--- src/rtl/tx_burst_gen_pkg.sv ---
`default_nettype none
// ============================================================================
// Module   : tx_burst_gen_pkg
// Brief    : State encoding and shared 25 MHz timebase constants.
// Revision : 1.0 - initial release
// ============================================================================
package tx_burst_gen_pkg;

    localparam logic [1:0] c_st_idle    = 2'd0;
    localparam logic [1:0] c_st_high    = 2'd1;
    localparam logic [1:0] c_st_low     = 2'd2;
    localparam logic [1:0] c_st_holdoff = 2'd3;

    // The debouncer derives its timing from the same clock rate
    localparam int c_clk_hz         = 25_000_000;
    localparam int c_period_cycles  = c_clk_hz / 1000;
    localparam int c_holdoff_cycles = c_clk_hz / 100;

endpackage
`default_nettype wire

--- src/rtl/tx_burst_gen_if.sv ---
`default_nettype none
// ============================================================================
// Module   : tx_burst_gen_if
// Brief    : Trigger input and pulser/status outputs of the burst generator.
// Revision : 1.0 - initial release
// ============================================================================
interface tx_burst_gen_if #(
    parameter int IDX_W = 3
) ();
    logic             en_in;
    logic             tx_pulse;
    logic             busy;
    logic             burst_done;
    logic [IDX_W-1:0] pulse_idx;

    modport master (
        input  en_in,
        output tx_pulse, busy, burst_done, pulse_idx
    );

    modport slave (
        output en_in,
        input  tx_pulse, busy, burst_done, pulse_idx
    );
endinterface
`default_nettype wire

--- src/rtl/tx_trigger_arm.sv ---
`default_nettype none
// ============================================================================
// Module   : tx_trigger_arm
// Brief    : Arms on a low trigger level, fires once per press while idle.
// Revision : 1.0 - initial release
// ============================================================================
module tx_trigger_arm
    import tx_burst_gen_pkg::*;
(
    input  wire logic       clk,
    input  wire logic       reset_n,
    input  wire logic       i_en_in,
    input  wire logic [1:0] i_state,
    output logic            o_trigger
);

    logic r_armed;
    logic w_trigger;

    assign w_trigger = (i_state == c_st_idle) && i_en_in && r_armed;
    assign o_trigger = w_trigger;

    // A level held high through reset never fires until it is seen low
    always_ff @(posedge clk or negedge reset_n) begin
        if (!reset_n) begin
            r_armed <= 1'b0;
        end else if (!i_en_in) begin
            r_armed <= 1'b1;
        end else if (w_trigger) begin
            r_armed <= 1'b0;
        end
    end

endmodule
`default_nettype wire

--- src/rtl/tx_burst_gen.sv ---
`default_nettype none
// ============================================================================
// Module   : tx_burst_gen
// Brief    : One pulse burst per trigger press, followed by a holdoff period.
// Revision : 1.0 - initial release
// ============================================================================
module tx_burst_gen
    import tx_burst_gen_pkg::*;
#(
    parameter int CNT_W      = 18,
    parameter int PULSE_HI   = 5,
    parameter int PERIOD     = c_period_cycles,
    parameter int NUM_PULSES = 8,
    parameter int HOLDOFF    = c_holdoff_cycles,
    parameter int IDX_W      = 3
) (
    input  wire logic   clk,
    input  wire logic   reset_n,
    tx_burst_gen_if.master bus
);

    localparam logic [CNT_W-1:0] c_hi_last   = CNT_W'(PULSE_HI - 1);
    localparam logic [CNT_W-1:0] c_lo_last   = CNT_W'(PERIOD - PULSE_HI - 1);
    localparam logic [CNT_W-1:0] c_hold_last = (HOLDOFF > 0) ? CNT_W'(HOLDOFF - 1) : '0;
    localparam logic [IDX_W-1:0] c_idx_last  = IDX_W'(NUM_PULSES - 1);
    localparam logic [1:0]       c_after_burst = (HOLDOFF > 0) ? c_st_holdoff : c_st_idle;

    logic [1:0]       r_state;
    logic [1:0]       w_state_nxt;
    logic [CNT_W-1:0] r_cnt;
    logic [IDX_W-1:0] r_idx;
    logic [IDX_W-1:0] w_idx_nxt;
    logic             r_tx;
    logic             r_busy;
    logic             r_done;
    logic             w_tx_nxt;
    logic             w_busy_nxt;
    logic             w_done_nxt;
    logic             w_trigger;
    logic             w_low_end;
    logic             w_last;

    tx_trigger_arm u_arm (
        .clk       (clk),
        .reset_n   (reset_n),
        .i_en_in   (bus.en_in),
        .i_state   (r_state),
        .o_trigger (w_trigger)
    );

    assign w_low_end = (r_state == c_st_low) && (r_cnt == c_lo_last);
    assign w_last    = (r_idx == c_idx_last);

    // State, phase counter and registered outputs
    always_ff @(posedge clk or negedge reset_n) begin
        if (!reset_n) begin
            r_state <= c_st_idle;
            r_cnt   <= '0;
            r_idx   <= '0;
            r_tx    <= 1'b0;
            r_busy  <= 1'b0;
            r_done  <= 1'b0;
        end else begin
            r_state <= w_state_nxt;
            if (w_state_nxt != r_state) begin
                r_cnt <= '0;
            end else if (r_state != c_st_idle) begin
                r_cnt <= r_cnt + CNT_W'(1);
            end
            r_idx  <= w_idx_nxt;
            r_tx   <= w_tx_nxt;
            r_busy <= w_busy_nxt;
            r_done <= w_done_nxt;
        end
    end

    always_comb begin
        w_state_nxt = r_state;
        case (r_state)
            c_st_idle: begin
                if (w_trigger) w_state_nxt = c_st_high;
            end
            c_st_high: begin
                if (r_cnt == c_hi_last) w_state_nxt = c_st_low;
            end
            c_st_low: begin
                if (w_low_end) w_state_nxt = w_last ? c_after_burst : c_st_high;
            end
            c_st_holdoff: begin
                if (r_cnt == c_hold_last) w_state_nxt = c_st_idle;
            end
            default: w_state_nxt = c_st_idle;
        endcase
    end

    // Outputs are decoded from the next state so they align with it once registered
    always_comb begin
        w_tx_nxt   = (w_state_nxt == c_st_high);
        w_busy_nxt = (w_state_nxt != c_st_idle);
        w_done_nxt = w_low_end && w_last;
        w_idx_nxt  = r_idx;
        if (w_state_nxt == c_st_idle) begin
            w_idx_nxt = '0;
        end else if (w_low_end && !w_last) begin
            w_idx_nxt = r_idx + IDX_W'(1);
        end
    end

    assign bus.tx_pulse   = r_tx;
    assign bus.busy       = r_busy;
    assign bus.burst_done = r_done;
    assign bus.pulse_idx  = r_idx;

endmodule
`default_nettype wire

--- src/flat_wrapper.sv ---
// flat-port wrapper written by rule: the top's interface ports become plain ports
module tx_burst_gen_flat import tx_burst_gen_pkg::*;
#(
    parameter int CNT_W      = 18,
    parameter int PULSE_HI   = 5,
    parameter int PERIOD     = c_period_cycles,
    parameter int NUM_PULSES = 8,
    parameter int HOLDOFF    = c_holdoff_cycles,
    parameter int IDX_W      = 3
)
  (clk, reset_n, bus_en_in, bus_tx_pulse, bus_busy, bus_burst_done, bus_pulse_idx);
  tx_burst_gen_if #(.IDX_W(IDX_W)) bus_i ();
  input  wire logic clk;
  input  wire logic reset_n;
  input wire logic [$bits(bus_i.en_in)-1:0] bus_en_in;
  output wire logic [$bits(bus_i.tx_pulse)-1:0] bus_tx_pulse;
  output wire logic [$bits(bus_i.busy)-1:0] bus_busy;
  output wire logic [$bits(bus_i.burst_done)-1:0] bus_burst_done;
  output wire logic [$bits(bus_i.pulse_idx)-1:0] bus_pulse_idx;
  assign bus_i.en_in = bus_en_in;
  assign bus_tx_pulse = bus_i.tx_pulse;
  assign bus_busy = bus_i.busy;
  assign bus_burst_done = bus_i.burst_done;
  assign bus_pulse_idx = bus_i.pulse_idx;
  tx_burst_gen #(.CNT_W(CNT_W), .PULSE_HI(PULSE_HI), .PERIOD(PERIOD), .NUM_PULSES(NUM_PULSES), .HOLDOFF(HOLDOFF), .IDX_W(IDX_W)) u_core (.clk(clk), .reset_n(reset_n), .bus(bus_i));
endmodule
--- config.mk ---
export PLATFORM = sky130hd
export DESIGN_NAME = tx_burst_gen_flat
export DESIGN_NICKNAME = d
export VERILOG_FILES = /design/src/rtl/tx_burst_gen_pkg.sv /design/src/rtl/tx_burst_gen_if.sv /design/src/rtl/tx_trigger_arm.sv /design/src/rtl/tx_burst_gen.sv /design/src/flat_wrapper.sv
export SDC_FILE = /design/constraint.sdc
export NUM_CORES = 1
export LEC_CHECK = 0
export CAP_MARGIN = 20
export CORE_MARGIN = 5
export CORE_UTILIZATION = 60
export DETAILED_ROUTE_END_ITERATION = 10
export GPL_TIMING_DRIVEN = 0
export PLACE_DENSITY = 0.8
export SYNTH_ARGS = -nofsm -noshare
export SYNTH_HDL_FRONTEND = slang
export SYNTH_SLANG_ARGS = --single-unit
--- constraint.sdc ---
create_clock -name clk -period 4.1 [get_ports clk]
set_input_delay 0.41 -clock clk [delete_from_list [all_inputs] [get_ports clk]]
set_output_delay 0.41 -clock clk [all_outputs]
set_load 0.03 [all_outputs]
### After elaboration in Yosys (flattened, before gate mapping)

Cells that the tools add are included.

* register bits after elaboration: 27
* output and inout port bits: 6

* add/subtract/negate cells: 2
* eq/ne operators: 10
* multiplexer cells: 12
* reductions and logical operators: 12

Operators by type and width (number)
* 2-to-1 mux 18 bit: 2
* adder 18 x 1 -> 18 bit (second input constant): 1
* == test 18 x 15 -> 1 bit (second input constant): 1
* == test 18 bit (second input constant): 1
* == test 18 x 3 -> 1 bit (second input constant): 1
* 2-to-1 mux 2 bit: 5
* case mux 2 bit (4 select lines): 1
* nonzero test 2 bit: 4
* 2-to-1 mux 3 bit: 2
* logical AND 1 bit: 5
* == test 2 x 1 -> 1 bit (second input constant): 2
* == test 2 bit (second input constant): 2
* logical NOT 2 bit: 2
* adder 3 x 1 -> 3 bit (second input constant): 1
* == test 3 bit (second input constant): 1
* 2-to-1 mux 1 bit: 2
* inequality test 2 x 1 -> 1 bit (second input constant): 1
* inequality test 2 bit: 1
* logical NOT 1 bit: 1

### Logic depth before layout (Yosys ltp)

Gate-level depths: netlist of run 1.

* depth after elaboration: 7
* depth in mapped cells: 8
* depth with buffers taken out: 7

### Modules after synthesis

Synthesis of run 1 repeated with hierarchy kept, for this count alone.

* cell total of the unflattened synthesis: 169
* area total of the unflattened synthesis: 1604.0 sq um

Modules (own cells, without submodules)
* tx_burst_gen: times used 1, cells each 164, area each 1556.5 sq um, seq. area each 650.6 sq um
* tx_trigger_arm: times used 1, cells each 5, area each 47.5 sq um, seq. area each 25.0 sq um

### Least setup slack after synthesis of run 1

OpenSTA, ideal clock, no wires.

* path kind: flip-flop to flip-flop
* start: register u_core.r_cnt[16]
* end: register u_core.r_tx, in the netlist u_core.bus.tx_pulse
* setup time: 80 ps
* arrival: 1997 ps
* data required time: 4020 ps
* setup slack: 2023 ps
* stages on the path, launching flop included: 6
* path buffers: 0
* cell sequence: dfrtp_1 -> or4_4 -> nor4_4 -> nand3b_4 -> a311oi_4 -> nor3b_2

* longest elaborated chain between the ends: 5

RTL lines
* from (decl): line tx_burst_gen.sv:30 `logic [CNT_W-1:0] r_cnt;`
* from (signal assigned): line tx_burst_gen.sv:68 `r_cnt <= r_cnt + CNT_W'(1);`
* == test 18 x 15 -> 1 bit: line tx_burst_gen.sv:51 `assign w_low_end = (r_state == c_st_low) && (r_cnt == c_lo_last);`
* logical AND 1 bit: line tx_burst_gen.sv:51
* 2-to-1 mux 2 bit: line tx_burst_gen.sv:87 `if (w_low_end) w_state_nxt = w_last ? c_after_burst : c_st_high;`
* case mux 2 bit (4 select lines) (*): line tx_burst_gen.sv:79 `case (r_state)`
* == test 2 x 1 -> 1 bit (*): line tx_burst_gen.sv:98 `w_tx_nxt = (w_state_nxt == c_st_high);`
* net u_core.w_tx_nxt: line tx_burst_gen.sv:36 `logic w_tx_nxt;`
* to (signal assigned): line tx_burst_gen.sv:71 `r_tx <= w_tx_nxt;`
* to (decl): line tx_burst_gen.sv:33 `logic r_tx;`

The timed path passes the listed nets; every way through them passes the cells marked *.
A chain may end at the register's enable or synchronous reset.

### Worst setup path after layout of run 1

* start: register u_core.r_cnt[10]
* end: register u_core.r_cnt[8]

* longest elaborated chain between the ends: 6

RTL lines
* == test 18 x 15 -> 1 bit: line tx_burst_gen.sv:51
* logical AND 1 bit: line tx_burst_gen.sv:51
* 2-to-1 mux 2 bit: line tx_burst_gen.sv:87
* case mux 2 bit (4 select lines) (*): line tx_burst_gen.sv:79
* inequality test 2 bit (*): line tx_burst_gen.sv:65 `if (w_state_nxt != r_state) begin`
* 2-to-1 mux 18 bit or nonzero test 2 bit (tied branches)

Every way passes the cells marked *; elsewhere a longest branch is shown, timed or not.

==> results.md, run 1 <==
- Die width: 60.4 µm
- Compound-Gate Fraction of Synth Area: 9.45%
- Setup TNS: 0 ns
- Worst hold slack: 0.453 ns
- Synth area leader: dfrtp_1
- DRT antenna net count: 0
- Layout Nets: 173
- Initial DRT Pass Iterations: 4
- Leak: 0.732 nW
- Adder-cell share of the synthesized area: 4.11%
- Final Slew Violations: 0
- Syn-to-layout area delta: 10.5%
- CORE AREA: 2450 µm²
- Yosys warnings: 0
- Share of layout cells above drive strength 1: 13.4%
- Global-route wire length before repair: around 5.0 mm
- Post-synthesis simple-gate area fraction: 27.7%
- I/O pin cnt: 9
- Row cnt: 18
- CTS Buf Count: 3
- Unrepaired setup endpoints after global routing: false
- Most used DFF post-synth: dfrtp_1
- Root cell of the clock tree: clkbuf_4
- H-tree levels: 1
- Transition time of the tightest slew-check pin: slightly below 0.7 ns
- # port buffers: 8
- WP data arrival: 2.58 ns
- Mean post-synth cell area: a little over 10 µm²
- CTS tree: yes
- Kind of critical path: register to register
- Die Span Y: 60.4 µm
- #FFs+latches synth: 27
- Grt ovf: 0
- Vias: 1148
- Final period utilization: 57.1%
- Largest net degree at the start of global routing: 16
- WL final: 2.88 mm
- Synth Area in XOR/XNOR: 9.78%
- Peak supply drop: 379 µV
- Type of the worst min-delay path: input pin to asynchronous set/reset pin
- Critical Path RT: 4.34 ns
- Cells after Synth: around 150
- Cts hold-fix bufs: 0
- Top post-synthesis cells by area: dfrtp_1 (44%), xnor2_1 (8.1%), nor2_1 (6.2%)
- Cell area after layout: 1680 µm²
- Fmax: 427 MHz
- Cell Pwr Density: 472 nW/µm²
- Die ar.: 3650 µm²
- Max-cap violations: 0
- Multiplexer share of the synthesized area: 1.31%
- Status: completed
- Worst setup SP type: register
- Average wire per standard cell: 14.8 µm
- Vias in the first global route: 1097
- Area after DPL: 1660 µm²
- DRC viols: 0
- Non-Filler Instances: 194
- Syn Std Cell Area: 1520 µm²
- Final Hold Viols: 0
- CTS clk-pin slew, worst paths: ~0.15 ns
- Max FO, Critical Path: 10
- Setup crit end kind: register
- Yosys top cell area share: 44.4%
- Clock skew: 0.0104 ns
- Placed Cells: 190
- Clock latency on the worst-skew pair: 0.33 ns
- Number of flops mapped to enable cells by yosys: 0
- DR vias/cell: 5.92
- Total GRT Usage: 18.5%
- Gp weighted congestion: 0.802
- Initial antenna violation count: 0
- Synth Net Count: 159
- Post-synthesis sequential area ratio: approximately 44%
- Iter 0 DRT Violations: 55
- Hpwl dp: 2.15 mm
- Cts repair resizes: 0
- ANT cells: 0
- Slew headroom: a little over half
- Clock tree buffer depth: 2
- Starting Density: 62.0%
- Setup violators final: 0
- Number of distinct library cells after synthesis: 40
- Ys async rst share: 100%
- Overall power: 794 µW
- Minimum clock period: 2.34 ns
- Post-CTS Setup Inserts: 0
- Main combinational cell family by area after synthesis: simple AND/OR/NAND/NOR gates
- CTS Sinks: 27
cells in the final DEF (no fill, tap or decap), drive strengths merged, types with 2 or more instances in the layout:
cell | Yosys | layout
or4 | 2 | 2
xnor2 | 14 | 14
nand3 | 5 | 5
nor2 | 25 | 25
clkdlybuf4s50 | 0 | 8
nor3b | 3 | 3
xor2 | 3 | 3
dfrtp | 27 | 27
mux2i | 2 | 2
and3 | 3 | 3
nand4 | 2 | 2
clkbuf | 1 | 4
nor3 | 9 | 9
ha | 5 | 5
nand2 | 12 | 12
o21ai | 2 | 2
buf | 3 | 4
a21oi | 6 | 6
inv | 7 | 7
nor4 | 4 | 4
state kept, by name, indices dropped and copies added, names as in the netlist:
name and flops:
u_core.r_cnt 18, u_core.r_state 2, u_core.bus.pulse_idx 3, u_core.u_arm.r_armed 1, u_core.bus.tx_pulse 1, u_core.bus.busy 1, u_core.bus.burst_done 1
metrics by stage:
step	worst slack, ns	util [%]
after CTS	1.76	68.6
after global placement	1.71	66.8
after global routing	1.63	68.6
after floorplan	2.02	-
after detailed placement	1.73	67.4
final	1.76	68.6
metal layers:
layer,share of wire [%],global-route usage (%),routed length (µm)
met2,48,29.6,1390
met3,3.7,2.55,106
met1,46,23.9,1340
met5,0,0,0
met4,1.5,11.1,42
cells by family (layout without fill, tap and decap cells):
logic type	after synthesis	count (layout)
simple gates	73	73
xor+xnor	17	17
compound gates	16	16
flops	27	27
fa+ha+maj	5	5
buf+inv	11	24
mux	2	2
critical path, stage by stage (launching register included):
cell and delay (ns):
dfrtp_1 0.46, or4_4 0.60, nor3_2 0.30, a21oi_1 0.22, o31ai_4 0.36, buf_4 0.24
nor2_1 0.07
synthesized netlist by cell type (2+ instances only):
library cell,number
or4_4,2
mux2i_1,2
and3_1,3
nand4_1,2
xnor2_1,14
inv_1,7
nor3_1,8
ha_1,5
o21ai_0,2
nor2_1,25
nand3_1,5
nand2_1,12
nor3b_2,2
xor2_1,3
buf_4,2
dfrtp_1,27
a21oi_1,5
nor4_1,3
report_power, final:
group / internal [mW] / switching, mW
Sequential: 0.307 / 0.0326
Combinational: 0.138 / 0.199
Clock: 0.0367 / 0.0805
Total: 0.482 / 0.312
layout make-up:
class,count,area [µm²]
Clock inverter,1,5.00
Timing Repair Buffer,9,95.1
Clock buffer,3,22.5
Sequential cell,27,676
Buffer,4,23.8
Inverter,7,26.3
Fill cell,185,772
Multi-Input combinational cell,113,797
Tap cell,30,37.5
final timing paths:
| kind | startpoint | endpoint | slack, ns | cells after the start |
|---|---|---|---|---|
| hold reg to reg | u_core.r_cnt[16] | u_core.r_cnt[16] | 0.59 | 2 |
| max in group asynchronous | reset_n | u_core.bus.tx_pulse | 3.12 | 2 |
| hold / removal | reset_n | u_core.r_cnt[12] | 0.45 | 1 |
| setup / recovery | u_core.r_cnt[10] | u_core.r_cnt[8] | 1.76 | 6 |
| setup reg to reg | u_core.r_cnt[10] | u_core.r_cnt[8] | 1.76 | 6 |
| min in group clk | u_core.r_cnt[16] | u_core.r_cnt[16] | 0.59 | 2 |
(Power assumes the default switching activity.)
==> run 2: changes to the inputs <==
--- a/config.mk
+++ b/config.mk
@@ -7,10 +7,10 @@
 export LEC_CHECK = 0
 export CAP_MARGIN = 20
 export CORE_MARGIN = 5
-export CORE_UTILIZATION = 60
+export CORE_UTILIZATION = 52
 export DETAILED_ROUTE_END_ITERATION = 10
 export GPL_TIMING_DRIVEN = 0
-export PLACE_DENSITY = 0.8
+export PLACE_DENSITY = 0.74
 export SYNTH_ARGS = -nofsm -noshare
 export SYNTH_HDL_FRONTEND = slang
 export SYNTH_SLANG_ARGS = --single-unit
==> constraint.sdc (replaced) <==
create_clock -name clk -period 2 [get_ports clk]
set_input_delay 0.2 -clock clk [delete_from_list [all_inputs] [get_ports clk]]
set_output_delay 0.2 -clock clk [all_outputs]
set_load 0.03 [all_outputs]
==> run 2 against run 1 <==
  * Sequential power increased by 110%
  * Final cell count increased by 7.2%
  * The run now ends with negative setup slack left
  * Register-to-register slack got worse by 1.9 ns
  * First-iteration DRC count decreased by 44%
  * Design area increased by 13%
  * Clock skew decreased by 0.0064 ns
  * Highest routed layer unchanged
  * Die area increased by 13%
  * Core utilization decreased by 0.087 points
  * Routed wire length increased by 14%
  * Largest power group is now combinational logic
  * Power increased by 140%
  * Critical path depth decreased by 1
  * Flip-flop and latch count unchanged
==> results.md, run 2 (synthesis results as in run 1) <==
- Kind of critical path: register to register
- Clock latency on the worst-skew pair: 0.33 ns (about the same)
- CTS clk-pin slew, worst paths: 0.14 ns (about the same)
- DRT antenna net count: 0 (unchanged)
- Die ar.: 4110 µm² (+13%)
- Max incr delay on CP: 0.56 ns (-0.04 ns)
- Final period utilization: 106% (+49 points)
- Die width: 64.1 µm (+6.2%)
- Setup crit end kind: register
- Unrepaired setup endpoints after global routing: true
- Row cnt: 19 (+1)
- CTS Buf Count: 3 (unchanged)
- Worst hold slack: 0.156 ns (-0.297 ns)
- Slew headroom: 67.1% (+13 points)
- Vias: 1166 (+1.6%)
- WP data arrival: 2.38 ns (-0.20 ns)
- Multi-input gate area in the final layout: 892 µm² (+12%)
- Final Slew Violations: 0 (unchanged)
- Peak supply drop: 1100 µV (+190%)
- CTS Sinks: 27 (unchanged)
- Initial DRT Pass Iterations: 4 (unchanged)
- Initial antenna violation count: 0 (unchanged)
- Gp weighted congestion: 0.828 (+3.2%)
- Leak: 0.806 nW (+10%)
- H-tree levels: 1 (unchanged)
- Fmax: 470 MHz (+10%)
- Reg area: 677 µm² (+0.19%)
- Setup WS pre-CTS: -0.202 ns (-1.93 ns)
- Worst setup SP type: register
- Total GRT Usage: 15.8% (-2.8 points)
- CORE AREA: 2780 µm² (+13%)
- Hpwl dp: 2.09 mm (-2.8%)
- WL final: 3.28 mm (+14%)
- Syn-to-layout area delta: 25.1%
- Clock tree buffer depth: 2 (unchanged)
- ANT cells: 0 (unchanged)
- Commonest non-fill, non-tap cell in the layout: dfrtp_1
- DRC viols: 0 (unchanged)
- Vias in the first global route: 1113 (+1.5%)
- Cts hold-fix bufs: 0 (unchanged)
- Most frequent cells in the layout: dfrtp_1 (26), nor2_1 (19), xnor2_1 (14)
- Critical Path RT: 2.25 ns (-2.09 ns)
- Max FO, Critical Path: 6 (-4)
- Slowest CP cell: or4_4
- Setup ws final: -0.128 ns (-1.89 ns)
- Iter 0 DRT Violations: 31 (-44%)
- Top reg by flops: u_core.r_cnt
- I/O pin cnt: 9 (unchanged)
- Starting Density: 54.7% (-7.3 points)
- Grt ovf: 0 (unchanged)
- Average wire per standard cell: 15.8 µm (+6.3%)
- CTS tree: yes
- Setup violators final: 23 (+23)
- Crit path buffers/inverters: 0 (-1)
- DR vias/cell: 5.61 (-5.3%)
- Largest net degree at the start of global routing: 22 (+6)
- Filler Cell Count: 205 (+11%)
- Die Span Y: 64.1 µm (+6.2%)
- Global-route wire length before repair: 5.20 mm (+5.0%)
- Final Hold Viols: 0 (unchanged)
- CP cell instances: or4_4 > nor4_4 > nand3b_4 > a311oi_4 > nor3b_2
- Status: finished with violations
- Type of the worst min-delay path: input pin to asynchronous set/reset pin
- Share of layout cells above drive strength 1: 28.2% (+15 points)
- CP delay by family, top: simple AND/OR/NAND/NOR gates
- Transition time of the tightest slew-check pin: 0.490 ns (-0.198 ns)
- Cell Pwr Density: 1000 nW/µm² (+110%)
- Layout Nets: 186 (+7.5%)
- Largest register FFs: 18 (unchanged)
- Root cell of the clock tree: clkbuf_4
- Clock skew: 0.00400 ns (-0.00644 ns)
- # port buffers: 8 (unchanged)
- Violated checks: negative setup slack
- Minimum clock period: 2.13 ns (-0.213 ns)
- Max-cap violations: 0 (unchanged)
## run 2: changes by cell type in the layout (fill, tap and decap cells not counted), sizes merged
cell and delta:
buf +13, clkbuf +1, clkinv -1
## run 2: final cells by class
| class | instances | area share, % |
|---|---|---|
| buffer | 4 | 1.45 |
| clock buffer | 4 | 1.38 |
| inverter | 7 | 1.38 |
| multi-input combinational | 113 | 46.8 |
| sequential | 27 | 35.5 |
| tap | 31 | 2.04 |
| timing repair buffer | 22 | 11.4 |
## run 2: per-stage QoR
| step | total power [mW] | std cells | setup TNS [ns] | utilization [%] | instance area, µm² |
|---|---|---|---|---|---|
| 5_1_grt | 2.03 | 208 | -3.17 | 68.5 | 1900 |
| 4_1_cts | 1.75 | 202 | -1.47 | 64.1 | 1780 |
| 6_report | 1.90 | 208 | -1.46 | 68.5 | 1900 |
| 3_5_place_dp | 1.42 | 191 | -3.26 | 60.4 | 1680 |
| 3_3_place_gp | 1.39 | 190 | -2.43 | 59.4 | 1650 |
| 2_1_floorplan | 1.24 | 151 | -0.0206 | - | 1530 |
## run 2: where the power goes
part	switching [mW]	total, mW	internal (mW)
combinational	0.534	0.966	0.432
clock	0.156	0.234	0.0783
sequential	0.0753	0.704	0.629
total	0.766	1.90	1.14
## run 2: worst paths after layout
| kind | startpoint | end | slack [ns] | cells past startpoint |
|---|---|---|---|---|
| setup / recovery | u_core.r_cnt[16] | u_core.bus.tx_pulse | -0.13 | 5 |
| hold / removal | reset_n | u_core.r_cnt[11] | 0.16 | 1 |
| setup reg to reg | u_core.r_cnt[16] | u_core.bus.tx_pulse | -0.13 | 5 |
| hold reg to reg | u_core.r_cnt[8] | u_core.r_cnt[8] | 0.59 | 2 |
| max in group asynchronous | reset_n | u_core.r_cnt[6] | 1.40 | 2 |
| min in group clk | bus_en_in | u_core.u_arm.r_armed | 0.47 | 2 |
## run 2: timing repair
action                     CTS  global route
resized for setup            6            20
setup endpoints to repair   25            25
setup buffers                7             7
pin swaps                    6            15
## run 2: metal layers
metal	share of wire (%)	vias to the layer above	GRT usage, %	routed length (µm)
met1	46	561	22.1	1500
li1	-	581	-	-
met3	3.4	5	2.28	112
met4	1.4	0	5.34	46
met2	49	19	25.0	1620
met5	0	-	0	0
==> run 3: changes to the inputs <==
--- a/config.mk
+++ b/config.mk
@@ -5,7 +5,7 @@
 export SDC_FILE = /design/constraint.sdc
 export NUM_CORES = 1
 export LEC_CHECK = 0
-export CAP_MARGIN = 20
+export CAP_MARGIN = 25
 export CORE_MARGIN = 5
 export CORE_UTILIZATION = 52
 export DETAILED_ROUTE_END_ITERATION = 10
==> results of run 3 <==
No change in the layout: final DEF, timing and power equal those of run 2.
